[src/rtl/polar_clip_mul_arbiter.sv]
// Round-robin share of one pipelined signed multiplier among NUM_REQ requesters, tag tracks owner.
// Latency MUL_LAT ce cycles operand-to-result; a blocked result port freezes everything via mul_ce.
module polar_clip_mul_arbiter #(
    parameter int NUM_REQ = 4,
    parameter int ID_W    = 2,
    parameter int MUL_LAT = 3
) (
    input  logic                  clk,
    input  logic                  reset_n,
    input  logic [NUM_REQ-1:0]    req_valid,
    output logic [NUM_REQ-1:0]    req_ready,
    input  logic [16*NUM_REQ-1:0] req_a,
    input  logic [16*NUM_REQ-1:0] req_b,
    output logic                  mul_ce,
    output logic [15:0]           mul_din0,
    output logic [15:0]           mul_din1,
    input  logic [15:0]           mul_dout,
    output logic                  res_valid,
    input  logic                  res_ready,
    output logic [ID_W-1:0]       res_id,
    output logic [15:0]           res_data,
    output logic                  busy
);

    typedef struct packed {
        logic            vld;
        logic [ID_W-1:0] id;
    } tag_t;

    localparam logic [ID_W:0] NUM_REQ_W = (ID_W+1)'(NUM_REQ);

    tag_t            tag_q [MUL_LAT];
    logic [ID_W-1:0] last_grant;
    logic            stall;
    logic            pick_vld;
    logic [ID_W-1:0] pick_idx;
    logic [ID_W:0]   cand_sum;
    logic            grant;

    assign stall     = tag_q[MUL_LAT-1].vld & ~res_ready;
    assign mul_ce    = ~stall;
    assign res_valid = tag_q[MUL_LAT-1].vld;
    assign res_id    = tag_q[MUL_LAT-1].id;
    assign res_data  = mul_dout;
    assign grant     = pick_vld & mul_ce;

    // Search starts one past the last winner and wraps at NUM_REQ.
    always_comb begin
        pick_vld = 1'b0;
        pick_idx = '0;
        cand_sum = '0;
        for (int off = 1; off <= NUM_REQ; off++) begin
            cand_sum = {1'b0, last_grant} + (ID_W+1)'(off);
            if (cand_sum >= NUM_REQ_W) begin
                cand_sum = cand_sum - NUM_REQ_W;
            end
            if (!pick_vld && req_valid[cand_sum[ID_W-1:0]]) begin
                pick_vld = 1'b1;
                pick_idx = cand_sum[ID_W-1:0];
            end
        end
    end

    always_comb begin
        req_ready = '0;
        mul_din0  = '0;
        mul_din1  = '0;
        for (int i = 0; i < NUM_REQ; i++) begin
            if (grant && (pick_idx == ID_W'(i))) begin
                req_ready[i] = 1'b1;
                mul_din0     = req_a[16*i +: 16];
                mul_din1     = req_b[16*i +: 16];
            end
        end
    end

    always_comb begin
        busy = 1'b0;
        for (int i = 0; i < MUL_LAT; i++) begin
            busy = busy | tag_q[i].vld;
        end
    end

    always_ff @(posedge clk or negedge reset_n) begin
        if (!reset_n) begin
            last_grant <= ID_W'(NUM_REQ-1);
            for (int i = 0; i < MUL_LAT; i++) begin
                tag_q[i] <= '0;
            end
        end else if (mul_ce) begin
            tag_q[0] <= {grant, pick_idx};
            for (int i = 1; i < MUL_LAT; i++) begin
                tag_q[i] <= tag_q[i-1];
            end
            if (grant) begin
                last_grant <= pick_idx;
            end
        end
    end

endmodule

[config.mk]
export PLATFORM = sky130hd
export DESIGN_NAME = polar_clip_mul_arbiter
export DESIGN_NICKNAME = d
export VERILOG_FILES = /design/src/rtl/polar_clip_mul_arbiter.sv
export SDC_FILE = /design/constraint.sdc
export NUM_CORES = 1
export LEC_CHECK = 0
export CAP_MARGIN = 20
export CORE_MARGIN = 3
export CORE_UTILIZATION = 28
export DETAILED_ROUTE_END_ITERATION = 10
export HOLD_SLACK_MARGIN = 0.15
export PLACE_DENSITY = 0.83
export SLEW_MARGIN = 20
export SYNTH_ARGS = -nofsm -noshare
export SYNTH_HDL_FRONTEND = slang
export SYNTH_SLANG_ARGS = --single-unit
[constraint.sdc]
create_clock -name clk -period 2.5 [get_ports clk]
set_clock_uncertainty 0.15 [all_clocks]
set_input_delay 0.5 -clock clk [delete_from_list [all_inputs] [get_ports clk]]
set_output_delay 0.5 -clock clk [all_outputs]
set_load 0.005 [all_outputs]
== Yosys cells after proc, flatten, opt, wreduce, memory -nomap -nowiden ==
Index checks and enable logic that the tools add are counted.

* Flip-flop bits (word level): 11
* Input port bits: 151
* Bits in read-only memories: 0
* Output and inout port bits: 57
* Memory bits (writable): 0
* Latch bits: 0
* Memories: 0
* Word-level logic and storage cells: 76

* Shift operators: 0
* Bitwise gates (word level): 6
* Divide/modulo/power cells: 0
* Muxes and demuxes: 32
* Equality and inequality tests: 3
* $add $sub $neg: 8
* Reductions and logical operators: 12
* Multipliers: 0
* Magnitude comparators: 8

{| class="wikitable"
|+ Operator list
! kind !! count
|-
| $mux 16 || 8
|-
| $mux 2 || 8
|-
| $ge 3x3->1 const B || 4
|-
| $lt 2x3->1 const B || 4
|-
| $mux 1 || 12
|-
| $bmux 1 s2 || 4
|-
| $sub 2x1->2 const B || 4
|-
| $logic_and 1x1->1 || 7
|-
| $add 2x2->3 const B || 2
|-
| $eq 2x2->1 const B || 2
|-
| $add 2x1->3 const B || 1
|-
| $add 2x3->3 const B || 1
|-
| $logic_not 1->1 || 3
|-
| $and 1x1->1 || 2
|-
| $eq 2x1->1 const B || 1
|-
| $logic_not 2->1 || 1
|-
| $not 1->1 || 2
|-
| $or 1x1->1 || 2
|-
| $reduce_and 2->1 || 1
|}

== Longest topological paths before layout ==
* Word-level depth: 21
* Depth in mapped cells: 6
* Mapped depth without buffers: 4

== Worst setup path before layout ==
No wires, ideal clock.

* Path type: reg-to-output
* From: register last_grant[0]
* To: output mul_din0[10]
* Data arrival time: 1,722 ps
* Path slack: 128 ps
* Required time: 1,850 ps
* Cell stages (with the launch flop): 7
* Path buffers: 2
* Cells stage by stage: dfstp_2 > nand2b_1 > a21boi_1 > or4_1 > buf_2 > buf_6 > o22ai_2

* Longest elaborated chain between the ends: 21
* Elaborated cells on any way between the ends: 51
* Those cells by class: add/sub (8); order compare (4); eq/ne (3); mux (24); bitwise (1); reduce/logical (11)

{| class="wikitable"
|+ RTL lines
! element !! RTL line !! RTL
|-
| start, declared || 33 || <nowiki>logic [ID_W-1:0] last_grant;</nowiki>
|-
| start signal, assigned || 86 || <nowiki>last_grant <= ID_W'(NUM_REQ-1);</nowiki>
|-
| start signal, assigned || 96 || <nowiki>last_grant <= pick_idx;</nowiki>
|-
| $add 2x1->3 || 53 || <nowiki>cand_sum = {1'b0, last_grant} + (ID_W+1)'(off);</nowiki>
|-
| $ge 3x3->1 or $sub 2x1->2 (tied branches) || 54, 55 ||
|-
| $mux 2 || 54 || <nowiki>if (cand_sum >= NUM_REQ_W) begin</nowiki>
|-
| $bmux 1 s2 || 57 || <nowiki>if (!pick_vld && req_valid[cand_sum[ID_W-1:0]]) begin</nowiki>
|-
| $mux 1 (not written as such) || 57 ||
|-
| $mux 1 || 57 ||
|-
| $logic_not 1->1 || 57 ||
|-
| $logic_and 1x1->1 || 57 ||
|-
| (+3 left out) || -- ||
|-
| $mux 1 || 57 ||
|-
| $logic_not 1->1 || 57 ||
|-
| $logic_and 1x1->1 || 57 ||
|-
| $mux 1 or $mux 2 (tied branches) || 57 ||
|-
| $and 1x1->1 or $logic_not 2->1 (tied branches) || 45, 69 ||
|-
| $logic_and 1x1->1 || 69 || <nowiki>if (grant && (pick_idx == ID_W'(i))) begin</nowiki>
|-
| $mux 16 (3 in a row) || 69 ||
|-
| $mux 16 * || 69 ||
|-
| end, declared || 15 || <nowiki>output logic [15:0] mul_din0,</nowiki>
|}

Every way passes the cells marked *; elsewhere a longest branch is shown, timed or not. The select of a mux whose other input is x is not followed.

== Worst setup path after layout ==
* From: register last_grant[0]
* To: output mul_din1[10]

* Longest elaborated chain between the ends: 21
* Elaborated cells on any way between the ends: 51
* Those cells by class: add/sub (8); order compare (4); eq/ne (3); mux (24); bitwise (1); reduce/logical (11)

{| class="wikitable"
|+ RTL lines
! element !! RTL line !! RTL
|-
| $add 2x1->3 || 53 ||
|-
| $ge 3x3->1 or $sub 2x1->2 (tied branches) || 54, 55 ||
|-
| $mux 2 || 54 ||
|-
| $bmux 1 s2 || 57 ||
|-
| $mux 1 (not written as such) || 57 ||
|-
| $mux 1 || 57 ||
|-
| $logic_not 1->1 || 57 ||
|-
| $logic_and 1x1->1 || 57 ||
|-
| (+3 left out) || -- ||
|-
| $mux 1 || 57 ||
|-
| $logic_not 1->1 || 57 ||
|-
| $logic_and 1x1->1 || 57 ||
|-
| $mux 1 or $mux 2 (tied branches) || 57 ||
|-
| $and 1x1->1 or $logic_not 2->1 (tied branches) || 45, 69 ||
|-
| $logic_and 1x1->1 || 69 ||
|-
| $mux 16 (3 in a row) || 69 ||
|-
| $mux 16 * || 69 ||
|-
| end, declared || 16 || <nowiki>output logic [15:0] mul_din1,</nowiki>
|}

Marked as above.

==> results by stage <==
Run status:
- The flow ran to the end, but the final reports show violations.
- The checks that failed: negative setup slack.

Routing:
- The number of detailed-route iterations in the first pass is 5.
- The DRC violation count after routing is 0.
- In this run, the number of DRC markers left after iteration 0 of detailed routing was 21.
- In the routed layout, each cell is associated on average with a via count of 5.06.
- The count of vias placed by the detailed router is 2,364.
- Wires add up to 8800 um.
- Dividing the detail-routed wire length by the instance count gives 18.9 um.
- The detail route stage leaves a number of antenna-violating nets equal to 0.

Floorplanning:
- The die is 86.4 um wide.
- The core region is 6100 um^2.
- In this run the count of I/O pins placed on the die edge is 208.
- In this run the core area contains 28 standard-cell rows.
- The die extent in y is 86.4 um.
- The die area is 7470 um^2.
- For this configuration, the core starts out at a cell density of 29.7%.

Place:
- Routability-driven placement finished with a final weighted congestion of 0.803.
- The total placed cells including tap cells is 429.
- The final HPWL from detailed placement is 6180 um.
- In this run the tool buffered the top-level ports with 175 buffer cells.

Yosys:
- The most repeated cell in the gate-level netlist after synthesis is mux2i_1.
- The part of the Yosys area used for sequential elements is 15.3%.
- The commonest cells after synthesis are 64 x mux2i_1, 30 x o22ai_2, 22 x buf_4.
- The library cell occupying the most area in the post-synthesis netlist is mux2i_1.
- The flip-flop cell with the highest count after synthesis is dfrtp_1.
- The Yosys warning count is 0.
- The netlist area before placement is 1810 um^2.
- In this run the biggest area consumer among cell types represents 35.4% of the synthesized area.
- In this run, synthesis inferred 0 flip-flops with an integrated enable.
- In the synthesized netlist the async set-or-reset flop fraction comes to 100%.
- The number of instances in the synthesized netlist is 182.
- The number of distinct standard cells referenced by the synthesized netlist is 26.
- After synthesis, the cell types taking the most area are mux2i_1 35%, o22ai_2 21%, dfrtp_1 12%.
- The number of synthesized register bits is 11.
- Averaged over all synthesized cells, the footprint is 9.95 um^2.
- When the netlist entered floorplanning its net count stood at 333.

Hold path:
- The start point of the worst min-delay path is last_grant[0].
- The number of stages on the worst hold path is 2.
- The worst hold path terminates at last_grant[0].
- The class of the tightest hold or removal check is reg2reg.

Run:
- Max-cap violations in this run came to 0.

Clock tree:
- The clock passes through at most 2 buffers.
- The number of buffers added by the clock tree synthesis step is 3.
- At the later pin of the worst-skew pair, clock insertion delay measures 0.23 ns.
- The H-tree depth is 1.
- Buffers inserted to repair hold after CTS numbered 0.
- The total clock sinks is 11.
- The clock tree from TritonCTS is yes.
- In this run the clock root is driven by a clkbuf_8.
- After clock tree synthesis, the clock-pin slew on the worst setup and hold paths is 0.05 ns.

STA:
- The post-route worst setup slack is -0.342 ns.
- The max-slew violation count was 0.
- The worst path uses 114% of the clock period.
- The count of endpoints failing setup in the final report is 36.
- The worst pin sits at a relative slew slack of 69.2%.
- Setup repair after global routing could not meet its margin everywhere.
- The final-report hold violation count came to 0.
- The clock period minus worst slack is 2.84 ns.
- The transition time at the pin with the least slew margin is 0.460 ns.
- Timing would allow up to 352 MHz.

Finish:
- 0 antenna diodes ended up in the layout.
- The count of nets after finishing is 544.
- The fill cell instance count of the final layout is 465.
- The finished layout holds 467 standard cells, fillers aside.
- The fraction of layout instances using a drive strength above 1 is 47.7%.
- The signed area change from the synthesized netlist to the final layout is 139%.

Worst setup path:
- The startpoint identified for the worst register-to-register timing path is last_grant[1].
- The data arrival at the endpoint of the critical path is 2.19 ns.
- The worst reg2reg path endpoint is tag_q[7].
- The kind of critical path is reg2out.
- The slowest stage of the critical path is the or4_4 cell.
- Of all nets on the critical path, the largest fanout is 7.
- In this design, the critical path's most frequently occurring cell is buf_12.
- Data on the critical path is required at its endpoint by 1.85 ns.
- The worst register-to-register path has a setup slack of 0.38 ns.
- The delay contributed by the slowest stage of the critical path is 0.59 ns.
- STA classifies the critical path endpoint as an output port.
- Walking the worst path, the cells encountered are nand2b_4 > a21oi_4 > or4_4 > buf_12 > buf_12 > o22ai_2 > buf_2.
- The category of the worst setup path launch point is a flip-flop.
- Measured in cells, the most critical reg-to-reg path has a length of 12.

Global routing:
- The total routing resource utilization after global routing is 22.0%.
- The maximum number of pins on one net before global-route repair is 30.
- The number of global-route vias before repair is 2,530.
- Global routing finished with a remaining overflow of 0.
- The number of antenna violations at the first check in global routing is 0.
- The first global-routing pass estimated 12,800 um of wire.

Power:
- The total power of the final layout is 0.00218 W.
- The internal portion of the total power is 0.00142 W.
- For this design the total switching power over the nets is 0.000759 W.
- Across the VDD grid, the largest voltage drop is 0.336 mV.
- The total power divided by cell area is 503 nW/um^2.
- Sequential cells burn 11.4% of the power.
- The clock network power share is 7.8%.
- The net switching fraction of the power is 34.8%.
- The leakage power figure is 1.87 nW.
- The combinational fraction of design power is 80.8%.
-- timing repair --
action / 4_1_cts / 5_1_grt
pin swaps: 36 / 7
setup endpoints to repair: 36 / 36
resized for setup: 233 / 16
setup buffers: 27 / 5
gates cloned: 5 / 0
-- critical path, delay by kind of cell, from the launching register on --
family | cells | cell delay, ns
and+or+nand+nor | 2 | 0.73
DFF | 1 | 0.55
buffers and inverters | 3 | 0.48
AOI/OAI and AO/OA | 2 | 0.20
-- power groups by stage --
stage               clock [W]  combinational [W]  sequential (W)
floorplan                   0           0.000687        0.000240
global placement            0            0.00135        0.000245
detailed placement          0            0.00137        0.000249
CTS                  0.000174            0.00172        0.000247
global route         0.000187            0.00186        0.000254
finish               0.000170            0.00176        0.000249
-- how the worst max path moves through the flow --
stage	startpoint	slack (ns)	endpoint	cells after the start
6_report	last_grant[0]	-0.34	mul_din1[10]	7
5_1_grt	last_grant[0]	-0.37	mul_din1[10]	7
4_1_cts	last_grant[0]	-0.32	mul_din1[3]	7
3_5_place_dp	req_valid[1]	-1.06	mul_din0[10]	7
3_3_place_gp	req_valid[1]	-1.04	mul_din0[10]	7
2_1_floorplan	last_grant[0]	0.13	mul_din0[10]	6
-- through the flow --
step | cell area (um^2) | worst slack [ns] | hold slack (ns) | TNS (ns) | utilization (%)
2_1_floorplan | 1810 | 0.128 | 0.0544 | 0 | -
3_3_place_gp | 3740 | -1.04 | 0.311 | -34.77 | 61.3
3_5_place_dp | 3740 | -1.06 | 0.326 | -35.76 | 61.3
4_1_cts | 4280 | -0.319 | 0.338 | -9.15 | 70.2
5_1_grt | 4340 | -0.369 | 0.369 | -11.66 | 71.2
6_report | 4340 | -0.342 | 0.343 | -9.50 | 71.2
-- metal layers --
| layer | wire, um | share of wire [%] | track usage (%) |
|---|---|---|---|
| met1 | 3120 | 35 | 22.6 |
| met3 | 700 | 8.0 | 4.94 |
| met5 | 0 | 0 | 0 |
| met2 | 4770 | 54 | 44.2 |
| met4 | 209 | 2.4 | 5.24 |
-- placed cells by master (no fill, tap or decap), types with 2 or more instances in the layout --
cell type,Yosys,layout
buf_2,7,35
nand2b_4,0,3
clkdlybuf4s50_1,0,134
buf_6,3,16
dfrtp_1,9,9
nor2_2,0,3
nand2b_1,6,3
buf_4,22,31
a21boi_2,0,2
o22ai_4,0,2
buf_16,0,3
dfstp_2,2,2
nor3_1,4,2
clkbuf_2,0,2
buf_8,0,4
nand2_1,5,4
nor2_1,7,4
mux2i_4,0,5
mux2_2,5,5
mux2i_1,64,40
o22ai_2,30,29
buf_12,0,12
clkbuf_8,0,3
mux2i_2,0,19
-- layout make-up --
cell class	count	area (um^2)	area share (%)
multi-input cells	137	1580	36.3
clock buffers	4	45.0	1.04
repair buffers	239	2340	54.0
inverters	1	3.75	0.0865
well taps	75	93.8	2.16
flip-flops and latches	11	278	6.40
-- cell families after synthesis --
family,Yosys count,synth area share (%)
AO/OA/AOI/OAI,42,25.7
buffers and inverters,34,13.3
flip-flops,11,15.3
multiplexers,69,38.5
AND/OR/NAND/NOR,26,7.18
-- sequential cells by signal (all words and copies together) (netlist names) --
signal      cells
res_id          2
last_grant      2
res_valid       1
tag_q           6
No activity file was read; power rests on OpenSTA's default activity.
